`src/rtl/inst_fetch_buffer.sv`:
```
// Instruction fetch buffer between the IF stage and the instruction memory.
// Keeps up to DEPTH fetches in flight or buffered, returns instructions in
// order, and discards responses that belong to fetches cancelled by a flush.
module inst_fetch_buffer #(
  parameter int DEPTH = 4,
  parameter int AW    = 32,
  parameter int DW    = 32
) (
  input  logic          clk,
  input  logic          reset,
  input  logic          flush,
  input  logic          c_req,
  input  logic [AW-1:0] c_addr,
  output logic          c_addr_ok,
  output logic          c_data_ok,
  output logic [DW-1:0] c_rdata,
  input  logic          c_data_ready,
  output logic          m_req,
  output logic [AW-1:0] m_addr,
  input  logic          m_addr_ok,
  input  logic          m_data_ok,
  input  logic [DW-1:0] m_rdata
);

  localparam int PW = $clog2(DEPTH);
  localparam logic [PW+1:0] DEPTH_W = DEPTH[PW+1:0];

  logic [PW:0]   inflight;    // accepted, not yet returned (incl. cancelled)
  logic [PW:0]   cancel_cnt;  // responses still to be discarded
  logic [PW:0]   count;       // valid FIFO entries
  logic [PW-1:0] rd_ptr;
  logic [PW-1:0] wr_ptr;
  logic [DW-1:0] mem [DEPTH];

  logic [PW+1:0] occupancy;
  logic          admit;
  logic          accept;
  logic          resp;
  logic          push;
  logic          pop;

  // Admission and handshake decode; every accepted fetch already owns a FIFO slot.
  always_comb begin
    occupancy = {1'b0, inflight} + {1'b0, count};
    admit     = (occupancy < DEPTH_W) & ~flush & ~reset;
    m_req     = c_req & admit;
    m_addr    = c_addr;
    c_addr_ok = m_req & m_addr_ok;
    accept    = c_addr_ok;
    // A response with nothing outstanding is a protocol error and is ignored.
    resp      = m_data_ok & (inflight != '0);
    push      = resp & (cancel_cnt == '0) & ~flush;
    c_data_ok = (count != '0);
    pop       = c_data_ok & c_data_ready & ~flush;
    c_rdata   = c_data_ok ? mem[rd_ptr] : '0;
  end

  // Outstanding/cancel counters and FIFO pointers.
  // NOTE: sequential state uses non-blocking assignments so every register
  // samples the pre-edge values of the others, regardless of statement order.
  always_ff @(posedge clk or posedge reset) begin
    if (reset) begin
      inflight   <= '0;
      cancel_cnt <= '0;
      count      <= '0;
      rd_ptr     <= '0;
      wr_ptr     <= '0;
    end else begin
      case ({accept, resp})
        2'b10:   inflight <= inflight + 1'b1;
        2'b01:   inflight <= inflight - 1'b1;
        default: inflight <= inflight;
      endcase

      if (flush) begin
        // Everything still outstanding after this cycle's return is stale.
        cancel_cnt <= inflight - {{PW{1'b0}}, resp};
        count      <= '0;
        rd_ptr     <= '0;
        wr_ptr     <= '0;
      end else begin
        if (resp && cancel_cnt != '0) cancel_cnt <= cancel_cnt - 1'b1;
        if (push) wr_ptr <= wr_ptr + PW'(1);
        if (pop)  rd_ptr <= rd_ptr + PW'(1);
        case ({push, pop})
          2'b10:   count <= count + 1'b1;
          2'b01:   count <= count - 1'b1;
          default: count <= count;
        endcase
      end
    end
  end

  // Instruction storage written on every accepted response.
  // NOTE: the data array has no reset; occupancy is tracked by count alone and
  // c_rdata is forced to zero while the FIFO is empty.
  always_ff @(posedge clk) begin
    if (push) mem[wr_ptr] <= m_rdata;
  end

  // Memory must never return data when nothing is outstanding.
  a_no_spurious_resp: assert property (@(posedge clk) disable iff (reset)
    !(m_data_ok && inflight == '0));

endmodule
```
`config.mk`:
```
export PLATFORM = sky130hd
export DESIGN_NAME = inst_fetch_buffer
export DESIGN_NICKNAME = d
export VERILOG_FILES = /design/src/rtl/inst_fetch_buffer.sv
export SDC_FILE = /design/constraint.sdc
export NUM_CORES = 1
export LEC_CHECK = 0
export ABC_AREA = 1
export CAP_MARGIN = 0
export CORE_UTILIZATION = 40
export CTS_CLUSTER_DIAMETER = 150
export DETAILED_ROUTE_END_ITERATION = 6
export GPL_TIMING_DRIVEN = 0
export PLACE_DENSITY_LB_ADDON = 0.05
export SLEW_MARGIN = 10
export SYNTH_ARGS = -nofsm -noshare
export SYNTH_HDL_FRONTEND = slang
export SYNTH_SLANG_ARGS = --single-unit
```
`constraint.sdc`:
```
create_clock -name clk -period 2.7 [get_ports clk]
set_clock_uncertainty 0.05 [all_clocks]
set_input_delay 0.54 -clock clk [delete_from_list [all_inputs] [get_ports clk]]
set_output_delay 0.54 -clock clk [all_outputs]
set_load 0.02 [all_outputs]
```
-- Word level (Yosys, flattened, before mapping)
Memory sizes are Yosys's and may differ from the RTL's.
Cells that the tools add are included.
- word-level logic and storage cells: 53
- bits in registers: 13
- input bits: 71
- memories kept: 1
- bits in writable memories: 128
- output and inout bits: 67
- memory list (name ; depth ; bits a word ; read ports ; clocked after memory_dff ; write ports ; line ; source):
    mem ; 4 ; 32 ; 1 ; 0 ; 1 ; 33 ; logic [DW-1:0] mem [DEPTH];
- eq/ne operators: 4
- bitwise gates (word level): 11
- magnitude comparators: 1
- mux-type cells: 12
- reductions and logical operators: 10
- add/subtract/negate cells: 9
- operators with widths (kind ; count):
    two-way mux 32 bit ; 1
    case mux 3 bit (2 select lines) ; 2
    nonzero test 3 bit ; 4
    AND 1 bit ; 9
    two-way mux 3 bit ; 3
    subtractor 3 x 1 -> 3 bit, second input constant ; 3
    two-way mux 2 bit ; 4
    nonzero test 2 bit ; 4
    adder 3 x 1 -> 3 bit, second input constant ; 2
    adder 2 x 1 -> 2 bit, second input constant ; 2
    adder 3 x 3 -> 4 bit ; 1
    equality test 2 x 1 -> 1 bit, second input constant ; 2
    equality test 2 bit, second input constant ; 2
    less-than comparator 4 x 3 -> 1 bit, second input constant ; 1
    zero test 3 bit ; 1
    subtractor 3 x 1 -> 3 bit ; 1
    two-way mux 1 bit ; 2
    NOT 1 bit ; 2
    logical AND 1 bit ; 1

-- Logic depth before layout (Yosys ltp)
Gate-level depths: netlist of the first run.
- word-level depth: 8
- depth in mapped cells: 14
- gate-level depth less buffers: 14

-- Worst setup path before layout of the first run
OpenSTA, ideal clock, no wires.
- kind: register to register
- start: reg cancel_cnt[0]
- end: mem mem[0][0] (enable)
- stages on the path, launching flop included: 7
- arrival: 2.268 ns
- buffers on the path: 0
- library setup time: 0.421 ns
- required time: 2.229 ns
- clock period less this slack: 2.739 ns
- setup slack: -0.039 ns
- cell sequence: dfrtp_1 > inv_1 > ha_1 > inv_1 > nor2_4 > nand4_4 > nor2_1
- cells in the longest elaborated chain, start to end: 5
- ends and longest elaborated chain (what ; line ; source):
    from (decl) ; 29 ; logic [PW:0] cancel_cnt;
    from (signal assigned) ; 77 ; cancel_cnt <= inflight - {{PW{1'b0}}, resp};
    from (signal assigned) ; 82 ; if (resp && cancel_cnt != '0) cancel_cnt <= cancel_cnt - 1'b1;
    zero test 3 bit ; 52 ; push = resp & (cancel_cnt == '0) & ~flush;
    AND 1 bit (2 in a row) ; 52 ;
    two-way mux 1 bit ; 98 ; if (push) mem[wr_ptr] <= m_rdata;
    two-way mux 1 bit (not written as such) ; 98 ;
    to (decl) ; 33 ;
No other way between the ends.

-- Worst setup path in the final report of the first run
- start: reg rd_ptr[0]
- end: out c_rdata[31]
- cells in the longest elaborated chain, start to end: 2
- ends and longest elaborated chain (what ; line ; source):
    from (decl) ; 31 ; logic [PW-1:0] rd_ptr;
    from (signal assigned) ; 84 ; if (pop) rd_ptr <= rd_ptr + PW'(1);
    memory read (4 x 32 bit) ; -- ;
    two-way mux 32 bit ; 55 ; c_rdata = c_data_ok ? mem[rd_ptr] : '0;
    to (decl) ; 16 ; output logic [DW-1:0] c_rdata,
No other way between the ends.

==> run metrics, run 1 <==
I/O pin total 138; non-filler cells in the finished layout 854; syn_nets 612; Power per Cell Area 918 nW/µm²; critical path arrival 2.02 ns; setup repair after global routing missed its margin no; final setup vio count 0; dominant cells by area after synthesis edfxtp_1 (62%), nor2_1 (8.5%), dfrtp_1 (5.3%), buf_4 (4.3%), o21ai_1 (3.8%); net switching component of the power 2.45 mW; average cell area after synthesis 11.7 µm²; #FFs+latches synth 141; global-route usage over all layers 18.3%; number of iterations in the first detailed-routing pass 4; area taken by multi-input logic gates 1520 µm²; root buffer selected by CTS clkbuf_16; maximum clock insertion buffer count 2; total routed wirelength 13.8 mm; post-synth top area cell edfxtp_1; Critical Path RT 2.11 ns; Post-layout nets 741; share of power burned in combinational logic 32.4%; via count of the first global-routing pass 4130; combined flip-flop and latch cell area 4170 µm²; crit share post-route 96.8%; Final Util 55.3%; HPWL after detailed placement 9.00 mm; sequential group share of total power 34.7%; number of library cell types mapped by synthesis 26; share of synthesized cell area in and, or, nand and nor gates 11.2%; max cap viols 0; net switching share of the total power 32.7%; Internal 5.04 mW; die width 126 µm; result of the run finished, final reports clean; clock network fraction of total power 32.8%; share of post-route cells with drive strength above 1 16.0%; combined area of all synthesized cells 6150 µm²; Syn-to-layout area delta 32.6%; Yosys top cell area share 62.5%; DR DRC count 0; core outline area 14800 µm²; number of flops mapped to enable cells by yosys 128; proportion of synthesized chip area in sequential cells 67.7%; main combinational cell family by area after synthesis simple AND/OR/NAND/NOR gates; worst setup path category flip-flop to output port; number of antenna-violating nets in the routed design 0; number of placement rows 44; die outline area 15900 µm²; crit path max fanout 10; number of hold buffers added after CTS 0; starting density of the core 41.7%; Static Leakage 3.13 nW; die extent in y 126 µm; worst vdd ir 0.488 mV; ys async rst share 9.22%; deepest level of the CTS H-tree 4; number of cells produced by synthesis 528; GRT Residual Overflow 0; xor and xnor area share after synthesis 0.712%; number of DRC markers after the initial detailed-route iteration 253; worst min path class primary input to asynchronous set/reset pin; Compound-Gate Fraction of Synth Area 9.37%; Max Slew Vio Count 0; fraction of synthesized area in multiplexers 0%; routability cong. 0.772; category of the worst setup path capture point output port; clock latency of the later-clocked register in the worst-skew pair 0.41 ns; number of fill cells 1273; leading cell type in the layout, fill and taps excluded nor2_1; power consumption 7.49 mW; Clock Sinks 141; total vias in the final route 4182; total negative setup slack 0 ns; fmax 383 MHz; detailed-route vias per instance 4.90; Inserted Clock Buffers 17; average wire per standard cell 16.1 µm; number of I/O port buffers 105; final hold violations 0; register clock-pin slew on the reported worst setup and hold paths 0.06 ns; number of cells traversed by the worst register-to-register path 7; adder and majority gate portion of the synthesized area 2.89%; largest net degree at the start of global routing 26; commonest cells after routing, fill and taps aside nor2_1 (135), edfxtp_1 (128), clkdlybuf4s50_1 (71), o21ai_1 (47), buf_4 (40); headroom to the max-slew limit 49.7%; transition at the pin with the smallest max-transition slack 0.752 ns; antenna violations before repair 0; wire length of the first global-routing pass 21.6 mm; Worst setup SP type flip-flop; clock tree from TritonCTS done; Primary FF master, synth edfxtp_1; total inserted antenna cells 0; min cycle time layout 2.61 ns; Syn. warnings 0; number of cells in the design after placement 821
critical path: stages (launching register included):
cell and delay, ns:
dfrtp_1 0.41, inv_2 0.06, buf_2 0.21, clkbuf_4 0.27, o21ai_1 0.09, a21oi_1 0.22
clkdlybuf4s15_1 0.35
synth_stat cells (all sizes together) (2+ instances only):
cell type and n:
clkbuf 5, o21ai 77, fa 2, nand3 8
a21oi 36, inv 27, nor2 140, xor2 2
xnor2 3, edfxtp 128, nand2 21, ha 11
buf 52, dfrtp 13
per-stage QoR:
| step | area [µm²] | worst slack [ns] | hold WS, ns |
|---|---|---|---|
| 4_1_cts | 8170 | 0.0208 | 0.467 |
| 2_1_floorplan | 6150 | -0.0394 | 0.375 |
| 6_report | 8160 | 0.0873 | 0.465 |
| 5_1_grt | 8160 | 0.000831 | 0.491 |
| 3_5_place_dp | 7550 | -0.481 | 0.457 |
| 3_3_place_gp | 7440 | -1.82 | 0.456 |
power by group through the flow:
| stage | Clock (mW) | Combinational (mW) | Sequential (mW) |
|---|---|---|---|
| after floorplan | 0 | 1.53 | 2.63 |
| after CTS | 2.50 | 2.46 | 2.60 |
| final | 2.46 | 2.43 | 2.60 |
| after detailed placement | 0 | 2.63 | 2.64 |
| after global routing | 2.60 | 2.69 | 2.61 |
| after global placement | 0 | 2.58 | 2.65 |
repair_timing:
action | 4_1_cts | 5_1_grt
gates resized for setup | 42 | 19
setup endpoints to repair | 34 | 25
buffers inserted | 1 | 0
cells by family (layout without fill, tap and decap cells):
logic type / count (synthesis) / after routing
simple gates: 171 / 171
flops: 141 / 141
buf+inv: 84 / 226
fa+ha+maj: 13 / 13
compound gates: 114 / 114
xor+xnor: 5 / 5
cell type report:
| cell class | instances | share of cell area [%] |
|---|---|---|
| clock buffers | 18 | 5.26 |
| repair buffers | 110 | 13.4 |
| flip-flops and latches | 141 | 51.1 |
| well taps | 184 | 2.82 |
| clock inverters | 14 | 2.44 |
| inverters | 27 | 1.29 |
| plain buffers | 57 | 5.12 |
| multi-input cells | 303 | 18.6 |
flip-flops by register name, summed over array words and instances, names as in the netlist:
signal      flops
mem           128
wr_ptr          2
count           3
rd_ptr          2
inflight        3
cancel_cnt      3
routing by layer:
layer  global-route usage [%]  up-vias  routed length, µm
li1                         -     2050                  -
met1                     22.7     1969               6030
met2                     31.5      147               6860
met3                     3.82       16                713
met4                     7.16        0                185
met5                        0        -                  0
final timing paths:
path	from	to	slack [ns]
max in group asynchronous	reset	wr_ptr[1]$_DFFE_PP0P_	1.95
setup / recovery	rd_ptr[0]$_DFFE_PP0P_	c_rdata[31]	0.09
setup reg to reg	cancel_cnt[0]$_DFFE_PP0P_	mem[1][21]$_DFFE_PP_	0.41
hold reg to reg	inflight[0]$_DFFE_PP0P_	inflight[0]$_DFFE_PP0P_	0.47
min in group clk	inflight[0]$_DFFE_PP0P_	inflight[0]$_DFFE_PP0P_	0.47
hold / removal	reset	inflight[2]$_DFFE_PP0P_	0.47
No activity file was read; power rests on OpenSTA's default activity.
==> run 2, diff against run 1 <==
--- a/config.mk
+++ b/config.mk
@@ -7,6 +7,7 @@
 export LEC_CHECK = 0
 export ABC_AREA = 1
 export CAP_MARGIN = 0
+export CORE_ASPECT_RATIO = 0.6
 export CORE_UTILIZATION = 40
 export CTS_CLUSTER_DIAMETER = 150
 export DETAILED_ROUTE_END_ITERATION = 6
==> run 2 against run 1 <==
Net effect: final cell count grew 1.6%; critical path type unchanged; combinational power is essentially flat; sequential power is essentially flat; maximum frequency grew 1.9%; core utilization shrank 0.27 points; register-to-register slack gained 0.02 ns; worst hold slack lost 0.010 ns.
==> run metrics, run 2 (same netlist as run 1, synthesis figures left out) <==
result of the run finished, final reports clean (unchanged); Post-layout nets 741 (unchanged); antenna violations before repair 0 (unchanged); max reg flops 128 (unchanged); detailed-route vias per instance 4.79 (was 4.90); routability cong. 0.803 (was 0.772); largest incremental delay on the critical path 0.40 ns (was 0.41 ns); category of the worst setup path capture point output port (unchanged); number of hold buffers added after CTS 0 (unchanged); standard cell with the maximum stage delay on the critical path dfrtp_1 (unchanged); share of post-route cells with drive strength above 1 16.7% (was 16.0%); clock tree from TritonCTS done (unchanged); Power per Cell Area 895 nW/µm² (was 918 nW/µm²); Worst setup SP type flip-flop (unchanged); DP Worst Slack -0.422 ns (was -0.481 ns); power consumption 7.27 mW (was 7.49 mW); Critical path origin rd_ptr[0]$_DFFE_PP0P_ (unchanged); final setup vio count 0 (unchanged); final hold violations 0 (unchanged); headroom to the max-slew limit 52.2% (was 49.7%); setup repair after global routing missed its margin no (unchanged); HPWL after detailed placement 9.30 mm (was 9.00 mm); worst setup path category flip-flop to output port (unchanged); worst vdd ir 0.377 mV (was 0.488 mV); combined flip-flop and latch cell area 4170 µm² (unchanged); Syn-to-layout area delta 32.0% (was 32.6%); transition at the pin with the smallest max-transition slack 0.715 ns (was 0.752 ns); worst r2r src cancel_cnt[0]$_DFFE_PP0P_ (unchanged); number of DRC markers after the initial detailed-route iteration 268 (was 253); total routed wirelength 14.0 mm (was 13.8 mm); worst min path class primary input to asynchronous set/reset pin (unchanged); number of antenna-violating nets in the routed design 0 (unchanged); Biggest register mem (unchanged); crit path cell chain inv_2 -> buf_2 -> clkbuf_4 -> o21ai_1 -> a21oi_1 -> clkbuf_2 (was inv_2 -> buf_2 -> clkbuf_4 -> o21ai_1 -> a21oi_1 -> clkdlybuf4s15_1); final setup margin 0.137 ns (was 0.0873 ns); total vias in the final route 4160 (was 4182); DR DRC count 0 (unchanged); Static Leakage 3.11 nW (was 3.13 nW); Final Util 55.0% (was 55.3%); global-route usage over all layers 18.3% (about the same); via count of the first global-routing pass 3947 (was 4130); number of fill cells 1241 (was 1273); die outline area 15900 µm² (about the same); die extent in y 98.1 µm (was 126 µm); fmax 390 MHz (was 383 MHz); number of cells in the design after placement 835 (was 821); Clock Sinks 141 (unchanged); min cycle time layout 2.56 ns (was 2.61 ns); largest net degree at the start of global routing 21 (was 26); I/O pin total 138 (unchanged); root buffer selected by CTS clkbuf_16 (unchanged); GRT Residual Overflow 0 (unchanged); CP Buf/Inv Count 4 (unchanged); maximum clock insertion buffer count 2 (unchanged); deepest level of the CTS H-tree 4 (unchanged); starting density of the core 41.7% (about the same); average wire per standard cell 16.1 µm (about the same); core outline area 14800 µm² (about the same); die width 162 µm (was 126 µm); wire length of the first global-routing pass 21.5 mm (was 21.6 mm); register clock-pin slew on the reported worst setup and hold paths 0.06 ns (about the same); crit path max fanout 10 (unchanged); commonest cells after routing, fill and taps aside nor2_1 (135), edfxtp_1 (128), clkdlybuf4s50_1 (71), o21ai_1 (47), buf_4 (41) (was nor2_1 (135), edfxtp_1 (128), clkdlybuf4s50_1 (71), o21ai_1 (47), buf_4 (40)); non-filler cells in the finished layout 868 (was 854); Critical Path RT 2.11 ns (about the same); crit share post-route 94.9% (was 96.8%); number of placement rows 34 (was 44); total inserted antenna cells 0 (unchanged); critical path arrival 1.97 ns (was 2.02 ns); Inserted Clock Buffers 17 (unchanged); number of iterations in the first detailed-routing pass 4 (unchanged); Worst path top cell family by delay buffers and inverters (unchanged); number of I/O port buffers 105 (unchanged); area taken by multi-input logic gates 1520 µm² (unchanged); leading cell type in the layout, fill and taps excluded nor2_1 (unchanged); Max Slew Vio Count 0 (unchanged); max cap viols 0 (unchanged); total negative setup slack 0 ns (unchanged); clock latency of the later-clocked register in the worst-skew pair 0.41 ns (about the same)
run 2: changes by cell type in the layout (fill, tap and decap cells not counted), moves of 2 or more:
cell	before	now
bufinv_16	5	1
clkinv_1	5	2
inv_6	0	7
clkdlybuf4s15_1	4	2
clkinvlp_4	2	4
buf_16	1	4
buf_12	3	0
run 2: timing repair:
| item | CTS | global route |
|---|---|---|
| setup endpoints to repair | 34 | 8 |
| gates cloned | 0 | 0 |
| buffers inserted | 1 | 0 |
| resized for setup | 46 | 15 |
run 2: final cells by class:
class,count,share of cell area (%)
Multi-Input combinational cell,303,18.7
Clock inverter,14,1.60
Clock buffer,18,5.28
Buffer,57,5.14
Sequential cell,141,51.3
Timing Repair Buffer,110,13.6
Inverter,27,1.29
Tap cell,198,3.05
run 2: worst reg2reg max path, stage by stage (launching register included):
cell,delay [ns]
dfrtp_1,0.36
inv_1,0.11
ha_1,0.16
inv_1,0.06
nor2_4,0.13
nand4_4,0.23
nor2_4,0.62
buf_16,0.25
run 2: per-stage QoR:
stage | hold slack, ns | cell area, µm²
3_5_place_dp | 0.459 | 7590
5_1_grt | 0.490 | 8120
2_1_floorplan | 0.375 | 6150
3_3_place_gp | 0.452 | 7450
4_1_cts | 0.461 | 8140
6_report | 0.455 | 8120
run 2: final timing paths:
check	end	slack (ns)	cells after the start
min in group clk	inflight[0]$_DFFE_PP0P_	0.46	1
max in group asynchronous	cancel_cnt[0]$_DFFE_PP0P_	1.97	3
worst max register to register	mem[3][22]$_DFFE_PP_	0.43	7
worst min register to register	inflight[0]$_DFFE_PP0P_	0.46	1
worst min-delay path	inflight[1]$_DFFE_PP0P_	0.46	3
worst max-delay path	c_rdata[1]	0.14	6
run 2: power by group:
group / internal, mW / total, mW / leakage (nW) / switching [mW]
Sequential: 2.52 / 2.60 / 1.32 / 0.0827
Clock: 1.28 / 2.21 / 0.264 / 0.932
Combinational: 0.907 / 2.46 / 1.52 / 1.55
run 2: layer usage:
layer	up-vias	track usage, %	wire length [µm]
met5	-	0	0
met4	0	6.75	176
met3	15	3.70	834
met2	157	27.6	6060
met1	1942	26.3	6900
li1	2046	-	-
